--- config.mk ---
export PLATFORM = sky130hd
export DESIGN_NAME = mux_scan_sequencer
export DESIGN_NICKNAME = d
export VERILOG_FILES = /design/src/rtl/mux_scan_sequencer.sv
export SDC_FILE = /design/constraint.sdc
export NUM_CORES = 1
export LEC_CHECK = 0
export ABC_AREA = 1
export CAP_MARGIN = 40
export CORE_MARGIN = 2
export CORE_UTILIZATION = 30
export DETAILED_ROUTE_END_ITERATION = 8
export GPL_ROUTABILITY_DRIVEN = 0
export RECOVER_POWER = 50
export SKIP_LAST_GASP = 1
export SYNTH_ARGS = -nofsm -noshare
export SYNTH_HDL_FRONTEND = slang
export SYNTH_SLANG_ARGS = --single-unit
--- constraint.sdc ---
create_clock -name clk -period 3.67 [get_ports clk]
set_input_delay 0.9175 -clock clk [delete_from_list [all_inputs] [get_ports clk]]
set_output_delay 0.9175 -clock clk [all_outputs]
set_load 0.02 [all_outputs]
--- src/rtl/mux_scan_sequencer.sv ---
// Time-division scanner in front of a 4:1 mux: steps through enabled channels,
// dwells on each, samples the mux output and emits one 4-bit frame per scan.
module mux_scan_sequencer #(
  parameter int unsigned DWELL = 4,
  parameter int unsigned CW    = 8
) (
  input  logic       clk,
  input  logic       rst,
  input  logic       start,
  input  logic       stop,
  input  logic       cont,
  input  logic [3:0] ch_mask,
  input  logic       mux_out,
  output logic       s0,
  output logic       s1,
  output logic [1:0] cur_ch,
  output logic       busy,
  output logic       frame_valid,
  output logic [3:0] frame_data
);

  localparam logic [0:0]    ST_IDLE  = 1'b0;
  localparam logic [0:0]    ST_SCAN  = 1'b1;
  localparam logic [CW-1:0] CNT_LAST = CW'(DWELL - 1);
  localparam logic [3:0]    ABOVE_CH0 = 4'b1110;

  logic [0:0]    r_state;
  logic [1:0]    r_cur_ch;
  logic [CW-1:0] r_cnt;
  logic [3:0]    r_mask;
  logic [3:0]    r_shadow;
  logic          r_busy;
  logic          r_frame_valid;
  logic [3:0]    r_frame_data;

  logic [0:0]    w_state_nxt;
  logic [1:0]    w_cur_ch_nxt;
  logic [CW-1:0] w_cnt_nxt;
  logic [3:0]    w_mask_nxt;
  logic [3:0]    w_shadow_nxt;
  logic          w_busy_nxt;
  logic          w_frame_valid_nxt;
  logic [3:0]    w_frame_data_nxt;
  logic [3:0]    w_sampled;
  logic [3:0]    w_above;

  // Lowest set bit of a channel mask (caller guarantees non-zero).
  function automatic logic [1:0] f_first(input logic [3:0] m);
    logic [1:0] idx;
    casez (m)
      4'b???1: idx = 2'd0;
      4'b??10: idx = 2'd1;
      4'b?100: idx = 2'd2;
      default: idx = 2'd3;
    endcase
    return idx;
  endfunction

  always_ff @(posedge clk or posedge rst) begin
    if (rst) begin
      r_state       <= ST_IDLE;
      r_cur_ch      <= 2'd0;
      r_cnt         <= '0;
      r_mask        <= 4'd0;
      r_shadow      <= 4'd0;
      r_busy        <= 1'b0;
      r_frame_valid <= 1'b0;
      r_frame_data  <= 4'd0;
    end else begin
      r_state       <= w_state_nxt;
      r_cur_ch      <= w_cur_ch_nxt;
      r_cnt         <= w_cnt_nxt;
      r_mask        <= w_mask_nxt;
      r_shadow      <= w_shadow_nxt;
      r_busy        <= w_busy_nxt;
      r_frame_valid <= w_frame_valid_nxt;
      r_frame_data  <= w_frame_data_nxt;
    end
  end

  // Next state and next registered outputs; stop outranks dwell/frame end.
  always_comb begin
    w_state_nxt       = r_state;
    w_cur_ch_nxt      = r_cur_ch;
    w_cnt_nxt         = r_cnt;
    w_mask_nxt        = r_mask;
    w_shadow_nxt      = r_shadow;
    w_busy_nxt        = r_busy;
    w_frame_valid_nxt = 1'b0;
    w_frame_data_nxt  = r_frame_data;
    w_sampled         = r_shadow;
    w_sampled[r_cur_ch] = mux_out;
    w_above           = r_mask & (ABOVE_CH0 << r_cur_ch);

    case (r_state)
      ST_IDLE: begin
        w_busy_nxt = 1'b0;
        if (start && !stop && (ch_mask != 4'd0)) begin
          w_state_nxt  = ST_SCAN;
          w_mask_nxt   = ch_mask;
          w_shadow_nxt = 4'd0;
          w_cur_ch_nxt = f_first(ch_mask);
          w_cnt_nxt    = '0;
          w_busy_nxt   = 1'b1;
        end
      end
      ST_SCAN: begin
        w_busy_nxt = 1'b1;
        if (stop) begin
          w_state_nxt = ST_IDLE;
          w_busy_nxt  = 1'b0;
          w_cnt_nxt   = '0;
        end else if (r_cnt == CNT_LAST) begin
          w_cnt_nxt = '0;
          if (w_above != 4'd0) begin
            w_shadow_nxt = w_sampled;
            w_cur_ch_nxt = f_first(w_above);
          end else begin
            w_frame_valid_nxt = 1'b1;
            w_frame_data_nxt  = w_sampled & r_mask;
            w_shadow_nxt      = 4'd0;
            if (cont) begin
              w_cur_ch_nxt = f_first(r_mask);
            end else begin
              w_state_nxt = ST_IDLE;
              w_busy_nxt  = 1'b0;
            end
          end
        end else begin
          w_cnt_nxt = r_cnt + CW'(1);
        end
      end
    endcase
  end

  assign s0          = r_cur_ch[1];
  assign s1          = r_cur_ch[0];
  assign cur_ch      = r_cur_ch;
  assign busy        = r_busy;
  assign frame_valid = r_frame_valid;
  assign frame_data  = r_frame_data;

endmodule

== Word level (Yosys, flattened, before mapping) ==
Cells that the tools add are included.
Operators by class
  equality and inequality tests: 11
  shifts and indexed selects: 1
  bitwise operators: 5
  add/sub/neg operators: 1
  order comparisons: 2
  reductions and logical operators: 10
  multiplexer cells: 31
Operators by type and width (count)
  $mux 8: 3
  $pmux 2 s3: 3
  $mux 4: 4
  $pmux 8 s2: 1
  $mux 1: 10
  $mux 2: 5
  $eq 3x3->1 const B: 3
  $add 8x1->8 const B: 1
  $and 4x4->4: 2
  $eq 8x2->1 const B: 1
  $pmux 4 s2: 1
  $reduce_and 4->1: 2
  $reduce_bool 4->1: 2
  $eq 2x2->1 const B: 3
  $bwmux 4: 1
  $ne 2x2->1 const B: 2
  $pmux 2 s2: 1
  $shl 4x2->4 const A: 1
  $logic_and 1x1->1: 3
  $lt 2x3->1 const B: 1
  $ne 3x2->1 const B: 1
  $not 1->1: 3
  $reduce_and 3->1: 1
  $demux 1 s2: 1
  5 further kinds: 5
Storage, ports and cells
  bits in registers: 24
  logic and storage cells: 68

== Logic depth before layout (Yosys ltp) ==
  word-level depth: 9
  gate-level depth with buffers: 9

== Worst setup path after synthesis ==
Ideal clock, no wire load.
  path type: input -> register
  start point: input start
  end point: register r_cur_ch[0] (netlist: cur_ch[0])
  slack: 2012 ps
  library setup time: 117 ps
  arrival: 1541 ps
  cell stages on the path: 7
  buffers on the path: 0
  cell sequence: inv_1 > nor2_1 > nand3_2 > nand2_4 > nand2_1 > nand2_1 > nand2_1
Between the ends
  longest elaborated chain between the ends: 4
RTL lines
  start, declared: line 9  | input logic start,
  $logic_and 1x1->1 (2 in series): line 98  | if (start && !stop && (ch_mask != 4'd0)) begin
  $ne 2x2->1 (no line)
  $reduce_and 4->1 (no line)
  end signal, assigned: line 71  | r_cur_ch <= w_cur_ch_nxt;
  end, declared: line 28  | logic [1:0] r_cur_ch;
No other way between the ends.
A chain may end at the register's enable or synchronous reset.

== Final worst setup path ==
  start point: register r_busy (netlist: busy)
  end point: output busy
RTL lines
  start, declared: line 32  | logic r_busy;
  start signal, assigned: line 75  | r_busy <= w_busy_nxt;
  end, declared: line 17  | output logic busy,
No word-level cell between the ends.

==> qor.csv <==
stage,metric,value,unit
worst_setup_path,slowest_stage,clkdlybuf4s50_1,
cts,h-tree-depth,1,
timing,min_period_over_period,0.649,
synthesis,ys_seq_elements,24,
routing,routed_wl,2.98,mm
finish,final_common_cell,nand2_1,
timing,timing.fmax,420,MHz
worst_setup_path,critPathRequiredTime,2.75,ns
finish,layout_common_cells,"72 x nand2_1, 24 x dfrtp_1, 23 x inv_1, 18 x nor2_1, 17 x clkdlybuf4s50_1",
worst_setup_path,endpoint_kind,output pin,
cts,clk_transition_reported_paths,0.09,ns
routing,drc,0,
cts,post-cts-setup-buffers,0,
placement,dp.cells,263,
cts,clk_latency,0.28,ns
cts,hold_buffers,0,
power_and_ir_drop,power.density,619,nW/µm²
worst_setup_path,critPathKind,register to output pin,
floorplanning,start_util,0.317,
timing,worstMarginPinSlew,1.03,ns
worst_setup_path,crit_chain,clkdlybuf4s50_1,
grt,antenna_found_initial,0,
cts,cts-root-buf,clkbuf_8,
floorplanning,io-pin-count,20,
routing,initialDrtViolationCount,38,
cts,numCtsBuffers,3,
routing,via_per_inst,4.57,
finish,num-nets-final,227,
floorplanning,dieArea,5230,µm²
timing,slew_headroom,0.310,
worst_setup_path,critical_path_arrival,1.47,ns
placement,postPlaceCellArea,1670,µm²
finish,num_antenna_cells,0,
grt,grt_pass1_vias,1122,
flow_run,drv_cap,0,
timing,slew_violations,0,
timing,hold_violations,0,
timing,final.setup_skew,0.00340,ns
worst_setup_path,cp-start-kind,register,
placement,io_buffers,19,
worst_setup_path,reg2reg_to,cur_ch[1],
worst_setup_path,crit_buf_inv,1,
floorplanning,placementRows,24,
grt,met3_usage,0.0167,
cts,post_cts_resize_count,0,
finish,design_area,1690,µm²
timing,setup_viol,0,
timing,setup_tns,0,ns
worst_setup_path,r2r_slack,2.15,ns
min_path,hp-class,register to register,
grt,grtUsageMet2,0.181,
power_and_ir_drop,ir_drop,199,µV
routing,ant_nets,0,
cts,clockBufferDepth,2,
worst_setup_path,critPathTopFamily,buffers and inverters,
synthesis,netlist_instances,193,
cts,cts.sinks,24,
synthesis,ys_seq_area_frac,0.429,
synthesis,syn_avg_cell_area,7.25,µm²
grt,grt-ovfl-total,0,
worst_setup_path,critPathMaxStageDelay,0.67,ns
grt,grtUsageTotal,0.132,
floorplanning,coreArea,4410,µm²
timing,rsz0062_at_grt,false,
grt,grt_pass1_wl,5.33,mm
min_path,worstHoldEndpoint,r_shadow[2],
worst_setup_path,crit-reg2reg-launch,busy,
synthesis,syn_area,1400,µm²
worst_setup_path,worst-path-max-fanout,7,
run_status,status,"complete, no violations",
min_path,hp-start,r_shadow[2],
placement,detailed_place_hpwl,2.27,mm
finish,drive_above_1_share,0.0977,
routing,via_count,1221,
min_path,hold_depth,2,
grt,busiest_layer,met1,
floorplanning,die_w,72.3,µm
power_and_ir_drop,p_leak,0.875,nW
timing,period_needed,2.38,ns
finish,syn2layout_area_growth,20.5,%
worst_setup_path,r2r_cells,6,
finish,final_cells,267,
floorplanning,die_h,72.3,µm
finish,fillers,464,
synthesis,synth.net_count,204,
routing,dr.pass1.iters,4,
cts,cts_tree,done,
grt,grt_max_degree,19,
synthesis,ys_warn_count,0,
synthesis,synth.distinct_cells,23,
grt,grtUsageMet1,0.200,
routing,wl_per_cell,11.1,µm
power by group:
group / internal [mW] / switching [mW]
combinational: 0.168 / 0.287
sequential: 0.330 / 0.0690
clock: 0.0961 / 0.0931
cells in the mapped netlist:
master,instances,area share
inv_1,23,0.062
a21oi_2,1,0.0063
nor2_2,3,0.013
nand3_1,11,0.039
o21ai_0,15,0.054
nand2_1,71,0.19
o211ai_1,1,0.0054
inv_4,1,0.0045
a21oi_1,4,0.014
nand3_4,2,0.025
nand2_4,2,0.016
nor2_1,18,0.048
dfrtp_1,24,0.43
nand3_2,1,0.0072
nand4_1,4,0.018
nor2_8,1,0.014
clkinv_2,1,0.0036
clkinv_4,1,0.0063
nand2_2,1,0.0045
ha_1,1,0.0089
buf_4,2,0.011
inv_2,4,0.011
a21boi_2,1,0.0080
through the flow:
stage	total power [mW]	util	worst slack, ns	hold WS (ns)
floorplan	0.731	-	2.01	0.444
global placement	0.867	0.371	1.36	0.464
detailed placement	0.874	0.378	1.31	0.463
CTS	1.06	0.390	1.28	0.489
global route	1.14	0.382	1.18	0.503
finish	1.04	0.382	1.29	0.485
sequential cells by signal (all words and copies together) (netlist names):
| name | cells |
|---|---|
| frame_data | 4 |
| cur_ch | 2 |
| r_shadow | 4 |
| frame_valid | 1 |
| r_cnt | 8 |
| busy | 1 |
| r_mask | 4 |
kinds of logic (layout without fill, tap and decap cells):
group                      Yosys count  in the layout  synth area share
and+or+nand+nor                    114            114             0.377
buffers and inverters               32             54            0.0975
DFF                                 24             24             0.429
AOI/OAI and AO/OA                   22             22            0.0877
adders and majority gates            1              1           0.00894
layout make-up:
| type | instances | area [µm²] | area share |
|---|---|---|---|
| clock buffers | 4 | 55.1 | 0.0327 |
| inverters | 30 | 121 | 0.0720 |
| repair buffers | 20 | 194 | 0.115 |
| multi-input cells | 137 | 649 | 0.385 |
| well taps | 52 | 65.1 | 0.0386 |
| flip-flops and latches | 24 | 601 | 0.356 |
per-layer routing:
metal / share of wire / vias to the layer above
met1: 0.52 / 540
li1: - / 640
met3: 0.043 / 5
met5: 0 / -
met2: 0.41 / 36
met4: 0.024 / 0
worst max path at each step:
stage	slack, ns	cells past startpoint	to	startpoint
after floorplan	2.01	7	cur_ch[0]	start
after global placement	1.36	7	cur_ch[1]	stop
after detailed placement	1.31	7	cur_ch[1]	stop
after CTS	1.28	1	busy	busy
after global routing	1.18	3	r_mask[3]	rst
final	1.29	1	busy	busy
Power figures use the tool's default switching activity.
